===== src/rtl/fmcw_pkg.sv =====
// Shared constants and helpers for the FMCW range-processing chain.
// Holds the frame geometry, the bit-reverse helper and the magnitude-approximation shifts.
package fmcw_pkg;

  localparam int unsigned FFT_N   = 256;
  localparam int unsigned DATA_W  = 16;
  localparam int unsigned MAG_SH1 = 2;
  localparam int unsigned MAG_SH2 = 3;

  function automatic int unsigned log2(input int unsigned v);
    int unsigned r;
    r = 0;
    while ((v >> r) > 1) r++;
    return r;
  endfunction

  // Reverse the low nbits of idx: full 32-bit reverse, then realign to the bottom.
  function automatic logic [31:0] bitrev(input logic [31:0] idx, input int unsigned nbits);
    logic [31:0] r;
    r = '0;
    for (int i = 0; i < 32; i++) r[5'(i)] = idx[5'(31 - i)];
    return r >> (32 - nbits);
  endfunction

endpackage


===== src/rtl/fft_mag_approx.sv =====
// Two-stage alpha-max/beta-min magnitude estimate with a side-band tag carried unmodified.
module fft_mag_approx
  import fmcw_pkg::*;
#(
  parameter int unsigned DW = DATA_W,
  parameter int unsigned TW = 8
) (
  input  logic          clock,
  input  logic          reset,
  input  logic          en,
  input  logic [DW-1:0] re,
  input  logic [DW-1:0] im,
  input  logic [TW-1:0] tag,
  output logic          en_o,
  output logic [DW-1:0] mag,
  output logic [TW-1:0] tag_o
);

  localparam logic [DW-1:0] MAX_POS = {1'b0, {(DW-1){1'b1}}};
  localparam logic [DW-1:0] MIN_NEG = {1'b1, {(DW-1){1'b0}}};

  logic [DW-1:0] w_ax, w_ay, w_mx, w_mn, w_mag;
  logic [DW-1:0] r_ax, r_ay;
  logic          r_en1;
  logic [TW-1:0] r_tag1;

  // The most negative input has no positive twin, so it saturates.
  always_comb begin
    w_ax = re;
    w_ay = im;
    if (re == MIN_NEG)  w_ax = MAX_POS;
    else if (re[DW-1])  w_ax = DW'(~re + DW'(1));
    if (im == MIN_NEG)  w_ay = MAX_POS;
    else if (im[DW-1])  w_ay = DW'(~im + DW'(1));
  end

  always_comb begin
    w_mx  = (r_ax >= r_ay) ? r_ax : r_ay;
    w_mn  = (r_ax >= r_ay) ? r_ay : r_ax;
    w_mag = w_mx + (w_mn >> MAG_SH1) + (w_mn >> MAG_SH2);
  end

  always_ff @(posedge clock or posedge reset) begin
    if (reset) begin
      r_en1  <= 1'b0;
      r_ax   <= '0;
      r_ay   <= '0;
      r_tag1 <= '0;
      en_o   <= 1'b0;
      mag    <= '0;
      tag_o  <= '0;
    end else begin
      r_en1  <= en;
      r_ax   <= w_ax;
      r_ay   <= w_ay;
      r_tag1 <= tag;
      en_o   <= r_en1;
      mag    <= w_mag;
      tag_o  <= r_tag1;
    end
  end

endmodule


===== src/rtl/fft_peak_detect.sv =====
// Per-frame range-bin peak search on the bit-reversed FFT output stream.
// Input capture -> magnitude (2 stages) -> compare/update/emit.
module fft_peak_detect
  import fmcw_pkg::*;
#(
  parameter int unsigned N       = FFT_N,
  parameter int unsigned DW      = DATA_W,
  parameter int unsigned SKIP_DC = 2
) (
  input  logic                 clock,
  input  logic                 reset,
  input  logic                 di_en,
  input  logic [DW-1:0]        di_re,
  input  logic [DW-1:0]        di_im,
  input  logic [DW-1:0]        thresh,
  output logic                 pk_valid,
  output logic [log2(N)-1:0]   pk_bin,
  output logic [DW-1:0]        pk_mag,
  output logic                 pk_found
);

  localparam int unsigned NN = log2(N);
  localparam int unsigned TW = NN + 2;
  localparam logic [NN-1:0] WIN_LO = NN'(SKIP_DC);
  localparam logic [NN-1:0] WIN_HI = NN'(N/2 - 1);

  logic [NN-1:0] r_cnt;
  logic          r_in_en;
  logic [DW-1:0] r_in_re, r_in_im;
  logic [TW-1:0] r_in_tag;

  logic [NN-1:0] w_bin_in;
  logic          w_win_in, w_last_in;

  logic          w_en3;
  logic [DW-1:0] w_mag3;
  logic [TW-1:0] w_tag3;
  logic [NN-1:0] w_bin3;
  logic          w_win3, w_last3, w_take, w_emit;
  logic [DW-1:0] w_res_mag;
  logic [NN-1:0] w_res_bin;

  logic [DW-1:0] r_best_mag;
  logic [NN-1:0] r_best_bin;
  logic          r_have;

  // Tag = {last-of-frame, in-window, natural bin}.
  always_comb begin
    w_bin_in  = NN'(bitrev(32'(r_cnt), NN));
    w_win_in  = (w_bin_in >= WIN_LO) && (w_bin_in <= WIN_HI);
    w_last_in = (r_cnt == NN'(N - 1));
  end

  always_ff @(posedge clock or posedge reset) begin
    if (reset) begin
      r_cnt    <= '0;
      r_in_en  <= 1'b0;
      r_in_re  <= '0;
      r_in_im  <= '0;
      r_in_tag <= '0;
    end else begin
      r_in_en  <= di_en;
      r_in_re  <= di_re;
      r_in_im  <= di_im;
      r_in_tag <= {w_last_in, w_win_in, w_bin_in};
      if (di_en) r_cnt <= r_cnt + NN'(1);
    end
  end

  fft_mag_approx #(
    .DW (DW),
    .TW (TW)
  ) u_mag (
    .clock (clock),
    .reset (reset),
    .en    (r_in_en),
    .re    (r_in_re),
    .im    (r_in_im),
    .tag   (r_in_tag),
    .en_o  (w_en3),
    .mag   (w_mag3),
    .tag_o (w_tag3)
  );

  // Ties resolve to the lower bin regardless of arrival order.
  always_comb begin
    w_bin3    = w_tag3[NN-1:0];
    w_win3    = w_tag3[NN];
    w_last3   = w_tag3[NN+1];
    w_take    = w_en3 && w_win3 &&
                (!r_have || (w_mag3 > r_best_mag) ||
                 ((w_mag3 == r_best_mag) && (w_bin3 < r_best_bin)));
    w_res_mag = w_take ? w_mag3 : r_best_mag;
    w_res_bin = w_take ? w_bin3 : r_best_bin;
    w_emit    = w_en3 && w_last3;
  end

  always_ff @(posedge clock or posedge reset) begin
    if (reset) begin
      r_best_mag <= '0;
      r_best_bin <= '0;
      r_have     <= 1'b0;
      pk_valid   <= 1'b0;
      pk_bin     <= '0;
      pk_mag     <= '0;
      pk_found   <= 1'b0;
    end else begin
      pk_valid <= w_emit;
      if (w_emit) begin
        r_best_mag <= '0;
        r_best_bin <= '0;
        r_have     <= 1'b0;
        pk_bin     <= w_res_bin;
        pk_mag     <= w_res_mag;
        pk_found   <= (w_res_mag >= thresh);
      end else if (w_take) begin
        r_best_mag <= w_mag3;
        r_best_bin <= w_bin3;
        r_have     <= 1'b1;
      end
    end
  end

endmodule


===== config.mk =====
export PLATFORM = sky130hd
export DESIGN_NAME = fft_peak_detect
export DESIGN_NICKNAME = d
export VERILOG_FILES = /design/src/rtl/fmcw_pkg.sv /design/src/rtl/fft_mag_approx.sv /design/src/rtl/fft_peak_detect.sv
export SDC_FILE = /design/constraint.sdc
export NUM_CORES = 1
export LEC_CHECK = 0
export ABC_CLOCK_PERIOD_IN_PS = 8800
export BUFFER_PORTS_ARGS = -buffer_cell sky130_fd_sc_hd__buf_2
export CORE_MARGIN = 8
export CORE_UTILIZATION = 50
export CTS_BUF_LIST = sky130_fd_sc_hd__clkbuf_4 sky130_fd_sc_hd__clkbuf_8
export DETAILED_ROUTE_END_ITERATION = 12
export PLACE_DENSITY = 0.69
export RECOVER_POWER = 25
export SETUP_SLACK_MARGIN = 0.02
export SLEW_MARGIN = 20
export SYNTH_ARGS = -nofsm -noshare
export SYNTH_HDL_FRONTEND = slang
export SYNTH_HIERARCHICAL = 1
export SYNTH_SLANG_ARGS = --single-unit

===== constraint.sdc =====
create_clock -name clock -period 8.8 [get_ports clock]
set_clock_uncertainty 0.05 [all_clocks]
set_input_delay 1.32 -clock clock [delete_from_list [all_inputs] [get_ports clock]]
set_output_delay 1.32 -clock clock [all_outputs]
set_load 0.05 [all_outputs]

==> flow_summary.ini, run 1 <==
[routing]
antenna_left = 0
avgRoutedWirePerCell_um = 14.4
drt-total-wl_um = 16900
firstDrtPassIters = 4
drt-initial-drc-count = 385
num_vias = 6185
viasPerCell = 5.29
drcViolationCount = 0

[layout]
diodes = 0
stdcell_count = 1170
drive_above_1_share_pct = 17.8
area_growth_syn_to_layout_pct = 10.5
final_area_um2 = 9820
fillers = 1513
fin_nets = 1070

[global_route]
grt.overflow.total = 0
grt_pass1_vias = 6072
grt_pass1_wl_um = 28700
grtUsageTotal_pct = 15.7
antenna_found_initial = 0
grt_max_degree = 77

[run_status]
violations = max-capacitance violations, max-slew violations
status = complete, but fails checks

[floorplanning]
ios = 77
die_h_um = 149
dieArea_um2 = 22300
initial_utilization_pct = 51.2
coreArea_um2 = 17400
rows = 48
chipWidth_um = 149

[job]
cap_violations = 1

[clock_tree]
root_buffer = clkbuf_8
clk_path_buf_depth = 2
ctsResizeCount = 0
hold_buffers = 0
clock_latency_ps = 460
h-tree-depth = 4
clkSlewWorstSetupHoldPaths_ps = 90
cts_tree = done
cts.sinks = 163
numCtsBuffers = 17
cts_setup_buffers = 0

[power_and_ir_drop]
clockPowerShare_pct = 18.5
cellLeakagePower_nw = 4.79
switching_power_mw = 1.13
p_seq_share_pct = 35.2
p_int_mw = 1.71
power_frac_comb_pct = 46.3
switching_share_pct = 39.8
ir_worst_vdd_mv = 0.229
pwr_density_cell_nw_per_um2 = 289

[critical_path]
path_buf_inv = 2
worstPathRequired_ps = 9080
critPathMaxStageDelay_ps = 590
r2r_start = u_mag/r_ax[15]$_DFF_PP0_
cp_slowest_cell = fa_1
critPathLaunch = u_mag/r_ax[15]$_DFF_PP0_
path_class = reg -> reg
crit_path_start_kind = flop
rr_endpoint = u_mag/mag[15]$_DFF_PP0_
r2r_cells = 16
cp_cell_sequence = ha_1 > nand4_1 > a211oi_1 > a211oi_1 > o21ai_2 > buf_4 > mux2_2 > fa_1 > inv_1 > fa_1 > nor2b_1 > o31a_1 > o21ai_0 > a21oi_1 > a221oi_1 > xor2_1
regToRegSetupSlack_ps = 4290
endpoint = u_mag/mag[15]$_DFF_PP0_
crit_fanout = 46
critPathArrivalTime_ps = 4790
end_kind = flop
cp.depth = 16
critPathTopFamily = adder cells

[place]
placedInstanceArea_um2 = 9430
port-buffer-count = 76
dp_hpwl_um = 12700
place_inst = 1138
gp_congestion = 0.838

[logic_synthesis]
async_flop_share_pct = 100
ys.flop_type = dfrtp_1
synth_common_cells = dfrtp_1 (163), ha_1 (75), inv_1 (75), nand2_1 (74), a21oi_1 (55)
synth_cell_types = 61
synthCells = 860
synth_edf_count = 0
netlist_top_cells_area = dfrtp_1 (46%), ha_1 (11%), inv_1 (3.2%)
synth_area_per_cell_um2 = 10.3
yosys_warnings = 6
synth.most_common_cell = dfrtp_1
synth_seq_cells = 163
yosysTopAreaCell = dfrtp_1
syn_area_um2 = 8890
synth_top_area_share_pct = 45.9
synth.yosys.seq_area_share_pct = 45.9

[worst_hold_path]
holdCritPathClass = reg -> reg

[timing]
min_period_ps = 4510
slew_viol_final = 44
slew_headroom_pct = -14.8
setup_viol = 0
timing.final.crit_share_pct = 51.2
finalSetupTns_ps = 0
fmax_ghz = 0.222
final-hold-violation-count = 0
rsz0062_at_grt = false
tightest_slew_ps = 1710
cell usage in the layout, fill, tap and decap left out, types with 4 or more instances in the layout:
master,netlist,layout
conb_1,1,9
nand3_1,33,33
a2bb2oi_1,24,24
mux2_2,14,14
ha_1,75,75
nand4_1,13,13
a21oi_1,55,55
a31oi_1,26,26
o31ai_1,5,5
o21ai_0,44,44
nand2_1,74,74
clkbuf_8,0,17
inv_8,0,6
fa_1,12,12
or3_1,5,5
dfrtp_1,163,163
xor2_1,22,22
inv_6,0,5
buf_4,2,8
o211ai_2,20,20
o211ai_1,12,12
nand2b_1,4,4
a21o_1,13,13
nor2b_1,5,5
xnor2_1,17,17
nor3_1,8,7
inv_1,75,73
buf_2,8,74
nor2_1,47,47
o21a_1,6,6
cell families (layout without fill, tap and decap cells):
logic type / after synthesis / count (layout) / share of synthesized area (%)
mux: 17 / 17 / 2.11
fa+ha+maj: 87 / 87 / 13.3
simple gates: 215 / 215 / 11.9
compound gates: 224 / 224 / 17.4
buf+inv: 114 / 191 / 5.63
other cells: 1 / 9 / 0.0422
flops: 163 / 163 / 45.9
xor+xnor: 39 / 39 / 3.84
layout make-up:
class | count | area [um2] | area share (%)
Clock buffer | 17 | 234 | 2.38
Clock inverter | 15 | 158 | 1.61
Tap cell | 225 | 282 | 2.87
Multi-Input combinational cell | 591 | 4350 | 44.3
Timing Repair Buffer | 84 | 438 | 4.46
Inverter | 75 | 283 | 2.88
Sequential cell | 163 | 4080 | 41.5
power by group through the flow:
stage,Clock (mW),Sequential (mW),Combinational [mW]
final,0.525,0.997,1.31
after global placement,0,1.01,1.29
after floorplan,0,0.980,1.07
after CTS,0.548,0.995,1.32
after detailed placement,0,1.01,1.32
after global routing,0.574,1.01,1.49
per-layer routing:
layer  share of wire, %  global-route usage, %  vias to the layer above
met5                  0                      0                        -
met4                1.3                   4.49                        0
met1                 49                   21.0                     2873
li1                   -                      -                     3170
met3                4.6                   4.04                       14
met2                 45                   24.9                      128
flip-flops by register name (all words and copies together), names as in the netlist, 8 cells and up:
register	cells
pk_mag	16
r_best_mag	16
r_in_im	16
r_in_re	16
u_mag/mag	16
u_mag/r_ax	16
u_mag/r_ay	16
u_mag/r_tag1	10
u_mag/tag_o	10
pk_bin	8
r_best_bin	8
r_cnt	8
worst reg2reg max path, delay by kind of cell (launching register included):
family	cells	cell delay [ps]
and+or+nand+nor	2	320
buffers and inverters	2	470
DFF	1	410
xor gates and xnor gates	1	180
muxes	1	440
adders and majority gates	3	1360
AOI/OAI and AO/OA	7	1140
stage by stage:
step / power [mW] / hold slack, ps / util (%) / setup WS [ps]
after detailed placement: 2.32 / 285 / 54.4 / 4270
after global placement: 2.29 / 281 / 54.4 / 4440
after global routing: 3.08 / 303 / 56.6 / 4010
final: 2.83 / 305 / 56.6 / 4290
after floorplan: 2.05 / 281 / - / 4540
after CTS: 2.86 / 303 / 56.6 / 4240
worst min path at each step:
stage,start,end,cells past startpoint
3_5_place_dp,u_mag/r_en1$_DFF_PP0_,u_mag/en_o$_DFF_PP0_,0
4_1_cts,u_mag/r_tag1[8]$_DFF_PP0_,u_mag/tag_o[8]$_DFF_PP0_,0
6_report,u_mag/r_en1$_DFF_PP0_,u_mag/en_o$_DFF_PP0_,0
5_1_grt,u_mag/r_tag1[8]$_DFF_PP0_,u_mag/tag_o[8]$_DFF_PP0_,0
2_1_floorplan,u_mag/r_en1$_DFF_PP0_,u_mag/en_o$_DFF_PP0_,0
3_3_place_gp,u_mag/r_tag1[6]$_DFF_PP0_,u_mag/tag_o[6]$_DFF_PP0_,0
(Power assumes the default switching activity.)
==> run 2, diff against run 1 <==
- ABC_CLOCK_PERIOD_IN_PS: 8800 -> 4600
- clock period: 8.8 -> 4.6 ns (I/O delays scaled with it)
==> run 2 against run 1 <==
Net effect:
- the run still ends with max-capacitance violations, max-slew violations left
- combinational power up 100%
- die area unchanged
- non-clock buffer count up 13
- final area up 1.5%
- core utilization up 0.84 points
- clock power up 92%
- total power up 96%
- worst setup slack worse by 3900 ps
- clock-buffer cell count up 1
- fmax up 6.2%
- critical path type unchanged
- largest power group unchanged
- highest routed layer unchanged
==> flow_summary.ini, run 2 (synthesis gave the netlist of run 1 again) <==
[floorplanning]
ios = 77
coreArea_um2 = 17400
chipWidth_um = 149
die_h_um = 149
dieArea_um2 = 22300
rows = 48
initial_utilization_pct = 51.2

[timing]
slew_headroom_pct = -58.6
finalSetupTns_ps = 0
timing.final.crit_share_pct = 92.2
setup_viol = 0
tightest_slew_ps = 2370
fmax_ghz = 0.236
slew_viol_final = 53
rsz0062_at_grt = false
final-hold-violation-count = 0
min_period_ps = 4240

[power_and_ir_drop]
ir_worst_vdd_mv = 0.277
p_seq_share_pct = 34.3
switching_power_mw = 2.14
cellLeakagePower_nw = 4.86
pwr_density_cell_nw_per_um2 = 558
clockPowerShare_pct = 18.2
power_frac_comb_pct = 47.4
p_int_mw = 3.42
switching_share_pct = 38.4

[critical_path]
cp_slowest_cell = fa_1
path_buf_inv = 3
critPathMaxStageDelay_ps = 570
rr_endpoint = u_mag/mag[15]$_DFF_PP0_
end_kind = flop
r2r_start = u_mag/r_ay[15]$_DFF_PP0_
r2r_cells = 17
regToRegSetupSlack_ps = 360
cp_cell_sequence = inv_1 > ha_1 > nand4_1 > a211oi_1 > a211oi_2 > o21ai_4 > buf_4 > mux2_2 > fa_1 > inv_1 > fa_1 > nor2b_1 > o31a_1 > o21ai_1 > a21oi_2 > a221oi_2 > xor2_1
worstPathRequired_ps = 4870
crit_fanout = 5
crit_path_start_kind = flop
path_class = reg -> reg
critPathTopFamily = adder cells
critPathArrivalTime_ps = 4510

[routing]
drt-initial-drc-count = 257
drcViolationCount = 0
drt-total-wl_um = 17000
firstDrtPassIters = 4
viasPerCell = 5.31
num_vias = 6283
avgRoutedWirePerCell_um = 14.4
antenna_left = 0

[place]
gp_congestion = 0.839
dp_hpwl_um = 12800
port-buffer-count = 76
placedInstanceArea_um2 = 9490

[worst_hold_path]
min_from = di_re[8]
holdPathStages = 1
min_to = r_in_re[8]$_DFF_PP0_
holdCritPathClass = in -> reg

[layout]
final_area_um2 = 9970
area_growth_syn_to_layout_pct = 12.1
fin_nets = 1084
fillers = 1513
final_common_cell = dfrtp_1
final_cell_mix = dfrtp_1 (163), ha_1 (75), nand2_1 (74), buf_2 (74), inv_1 (73)
drive_above_1_share_pct = 19.3
diodes = 0

[global_route]
grtUsageTotal_pct = 15.9
grt_pass1_vias = 6225
antenna_found_initial = 0
grt.overflow.total = 0
grt_max_degree = 77
grt_pass1_wl_um = 29100

[clock_tree]
cts.sinks = 163
clkSlewWorstSetupHoldPaths_ps = 80
numCtsBuffers = 17
root_buffer = clkbuf_8
h-tree-depth = 4
cts_tree = done
clk_path_buf_depth = 2
clock_latency_ps = 460

[job]
cap_violations = 1

[run_status]
status = complete, but fails checks
violations = max-capacitance violations, max-slew violations
run 2: cell types whose count changed in the layout (fill, tap and decap cells not counted), moves of 2 or more:
cell and delta:
buf_4 +12, bufinv_16 +2, clkinv_4 +2, clkinv_8 -2
clkinvlp_4 +2, inv_8 -5, o21ai_0 -2, o21ai_1 +2
run 2: final cells by class:
| cell class | instances | area [um2] | share of cell area [%] |
|---|---|---|---|
| clock inverter | 13 | 153 | 1.53 |
| clock buffer | 18 | 241 | 2.42 |
| timing repair buffer | 97 | 543 | 5.45 |
| tap | 225 | 282 | 2.82 |
| sequential | 163 | 4080 | 40.9 |
| inverter | 75 | 283 | 2.84 |
| multi-input combinational | 592 | 4390 | 44.0 |
run 2: per-stage QoR:
stage	power, mW	utilization, %	setup WS (ps)	hold WS, ps	std cells
global placement	4.44	54.7	212	283	1145
global route	6.03	57.4	31.4	256	1183
floorplan	3.91	-	340	281	868
detailed placement	4.49	54.7	95.1	286	1145
CTS	5.54	56.9	63.8	256	1176
finish	5.56	57.4	359	291	1183
run 2: layer usage:
layer,GRT usage [%],part of all wire [%]
met5,0,0
met4,5.86,2.0
met3,3.31,4.0
met2,25.6,46
met1,20.7,48
run 2: power groups by stage:
stage | Combinational [mW] | Clock, mW | Sequential [mW]
after floorplan | 2.04 | 0 | 1.87
after global placement | 2.51 | 0 | 1.92
after detailed placement | 2.56 | 0 | 1.93
after CTS | 2.58 | 1.06 | 1.91
after global routing | 2.97 | 1.11 | 1.94
final | 2.64 | 1.01 | 1.91
run 2: worst max path at each step:
stage | slack [ps] | depth (start not counted) | endpoint | start
after floorplan | 340 | 16 | u_mag/mag[15]$_DFF_PP0_ | u_mag/r_ax[15]$_DFF_PP0_
after global placement | 210 | 14 | u_mag/mag[12]$_DFF_PP0_ | u_mag/r_ax[15]$_DFF_PP0_
after detailed placement | 100 | 15 | u_mag/mag[12]$_DFF_PP0_ | u_mag/r_ay[15]$_DFF_PP0_
after CTS | 60 | 15 | u_mag/mag[12]$_DFF_PP0_ | u_mag/r_ay[15]$_DFF_PP0_
after global routing | 30 | 20 | u_mag/mag[13]$_DFF_PP0_ | u_mag/r_ay[15]$_DFF_PP0_
final | 360 | 17 | u_mag/mag[15]$_DFF_PP0_ | u_mag/r_ay[15]$_DFF_PP0_
run 2: timing repair:
action | CTS | global route
resized for setup | 0 | 9
hold buffers | 0 | 0
endpoints found under the setup margin | 0 | 7
buffers inserted | 0 | 6
==> run 3, diff against run 2 <==
- ABC_AREA: unset -> 1
==> run 3 against run 2 <==
Net effect:
- the run still ends with max-capacitance violations, max-slew violations left
- first-iteration DRC count down 40%
- die area up 1.5%
- clock power about the same
- final area up 0.24%
- core utilization down 1.4 points
- clock-buffer cell count up 2
- global-route usage down 0.37 points
- synthesized cell count up 20%
- largest power group unchanged
==> flow_summary.ini, run 3 <==
[routing]
drt-initial-drc-count = 155
firstDrtPassIters = 6
antenna_left = 0
drt-total-wl_um = 16200
avgRoutedWirePerCell_um = 12.0
viasPerCell = 4.72
drcViolationCount = 0
num_vias = 6381

[logic_synthesis]
synth_cell_types = 48
synth.yosys.seq_area_share_pct = 45.1
syn_area_um2 = 9040
ys.flop_type = dfrtp_1
yosys_warnings = 6
synth_seq_cells = 163
synth_common_cells = nand2_1 (230), inv_1 (168), dfrtp_1 (163), ha_1 (75), nand3_1 (75)
netlist_top_cells_area = dfrtp_1 (45%), ha_1 (10%), nand2_1 (9.6%)
synth_top_area_share_pct = 45.1
async_flop_share_pct = 100
synthCells = 1028
synth_area_per_cell_um2 = 8.79
synth.most_common_cell = nand2_1
synth_edf_count = 0
yosysTopAreaCell = dfrtp_1

[timing]
tightest_slew_ps = 2650
timing.final.crit_share_pct = 88.7
setup_viol = 0
rsz0062_at_grt = false
min_period_ps = 4080
final-hold-violation-count = 0
fmax_ghz = 0.245
worst_hold_slack_ps = 289
worst_slack_ps = 522
slew_viol_final = 60
slew_headroom_pct = -77.8
finalSetupTns_ps = 0

[floorplanning]
dieArea_um2 = 22600
chipWidth_um = 150
coreArea_um2 = 17800
die_h_um = 150
initial_utilization_pct = 50.7
ios = 77
rows = 49

[layout]
final_common_cell = nand2_1
fin_nets = 1249
final_cell_mix = nand2_1 (230), inv_1 (166), dfrtp_1 (163)
final_area_um2 = 9990
area_growth_syn_to_layout_pct = 10.5
fillers = 1637
diodes = 0
drive_above_1_share_pct = 16.7

[place]
placedInstanceArea_um2 = 9590
dp_hpwl_um = 12500
dp_slack_ps = 531
port-buffer-count = 76
gp_congestion = 0.879

[critical_path]
crit_fanout = 59
r2r_cells = 20
r2r_start = u_mag/r_ax[3]$_DFF_PP0_
regToRegSetupSlack_ps = 520
end_kind = flop
worstPathRequired_ps = 4870
rr_endpoint = u_mag/mag[11]$_DFF_PP0_
crit_path_start_kind = flop
critPathArrivalTime_ps = 4350
path_class = reg -> reg

[global_route]
grt.overflow.total = 0
grtUsageTotal_pct = 15.5
grt_pass1_vias = 6373
met3_usage_pct = 3.46
grt_max_degree = 60
grt_pass1_wl_um = 28400
globalRouteMet1Util_pct = 19.8
busiest_layer = met2
antenna_found_initial = 0
use_met2_pct = 25.5

[clock_tree]
h-tree-depth = 4
root_buffer = clkbuf_8
cts_setup_buffers = 0
hold_buffers = 0
cts_tree = done
ctsResizeCount = 0
clk_path_buf_depth = 2
cts.sinks = 163
numCtsBuffers = 17
clkSlewWorstSetupHoldPaths_ps = 90
clock_latency_ps = 450

[worst_hold_path]
holdCritPathClass = in -> reg
holdPathStages = 1
min_from = di_im[5]
min_to = r_in_im[5]$_DFF_PP0_

[power_and_ir_drop]
pwr_density_cell_nw_per_um2 = 531
cellLeakagePower_nw = 5.55
ir_worst_vdd_mv = 0.246

[job]
cap_violations = 1

[run_status]
status = complete, but fails checks
violations = max-capacitance violations, max-slew violations
==> run 3: cell count changes after synthesis, sizes merged, moves of 11 or more <==
cell	change
a21o	-11
nand2	+185
nor2	+20
clkbuf	-14
inv	+96
mux2	-13
nand3	+46
xnor2	-12
a2bb2oi	-24
a31oi	-24
o211ai	-26
==> run 3: metal layers <==
metal  up-vias  wire length [um]
li1       3396                 -
met1      2846              7820
met2       115              7390
met3        24               724
met4         0               247
met5         -                 0
==> run 3: worst max-delay path, stage by stage, from the launching register on <==
cell and delay (ps):
dfrtp_1 440, ha_1 330, a21oi_1 150, nand2_1 80, nand2_1 50, nand2_1 70
nand2_2 130, nand2_4 360, nor2_1 240, a21oi_2 50, ha_1 320, inv_1 50
o21bai_1 140, ha_1 190, inv_1 60, fa_1 410, o21ai_1 280, a21boi_1 190
nor3_1 170, nor2_1 70, xnor2_1 130
==> run 3: worst max-delay path by stage <==
stage / start / to / slack (ps) / cells past startpoint
after floorplan: u_mag/r_ax[11]$_DFF_PP0_ / u_mag/mag[11]$_DFF_PP0_ / 1100 / 17
after global placement: u_mag/r_ay[3]$_DFF_PP0_ / u_mag/mag[11]$_DFF_PP0_ / 640 / 21
after detailed placement: u_mag/r_ax[3]$_DFF_PP0_ / u_mag/mag[11]$_DFF_PP0_ / 530 / 20
after CTS: u_mag/r_ax[3]$_DFF_PP0_ / u_mag/mag[11]$_DFF_PP0_ / 510 / 20
after global routing: u_mag/r_ay[15]$_DFF_PP0_ / u_mag/mag[15]$_DFF_PP0_ / 90 / 21
final: u_mag/r_ax[3]$_DFF_PP0_ / u_mag/mag[11]$_DFF_PP0_ / 520 / 20
==> run 3: power breakdown <==
group	internal, mW	switching [mW]	total [mW]
Sequential	1.73	0.140	1.87
Clock	0.525	0.509	1.03
Combinational	0.890	1.51	2.40
Total	3.14	2.16	5.30
==> run 3: cell type report <==
cell class	instances	area [um2]	share of cell area, %
multi-input combinational	676	4170	41.7
sequential	163	4080	40.8
inverter	174	654	6.55
timing repair buffer	79	400	4.01
tap	229	287	2.87
clock buffer	20	275	2.76
clock inverter	11	129	1.29
==> run 3: stage by stage <==
step	util, %	cells	power, mW
4_1_cts	56.0	1352	5.37
2_1_floorplan	-	1036	3.85
6_report	56.0	1352	5.30
3_5_place_dp	53.8	1321	4.31
3_3_place_gp	53.8	1321	4.24
5_1_grt	56.0	1352	5.84
==> run 3: cell families (layout without fill, tap and decap cells) <==
kind of cell | after synthesis | in the layout | synth area share [%]
other | 1 | 9 | 0.0415
multiplexers | 1 | 1 | 0.125
AO/OA/AOI/OAI | 108 | 108 | 7.28
buffers and inverters | 197 | 284 | 9.12
AND/OR/NAND/NOR | 438 | 438 | 22.1
flip-flops | 163 | 163 | 45.1
adder cells (fa/ha/maj) | 87 | 87 | 13.0
XOR/XNOR | 33 | 33 | 3.20
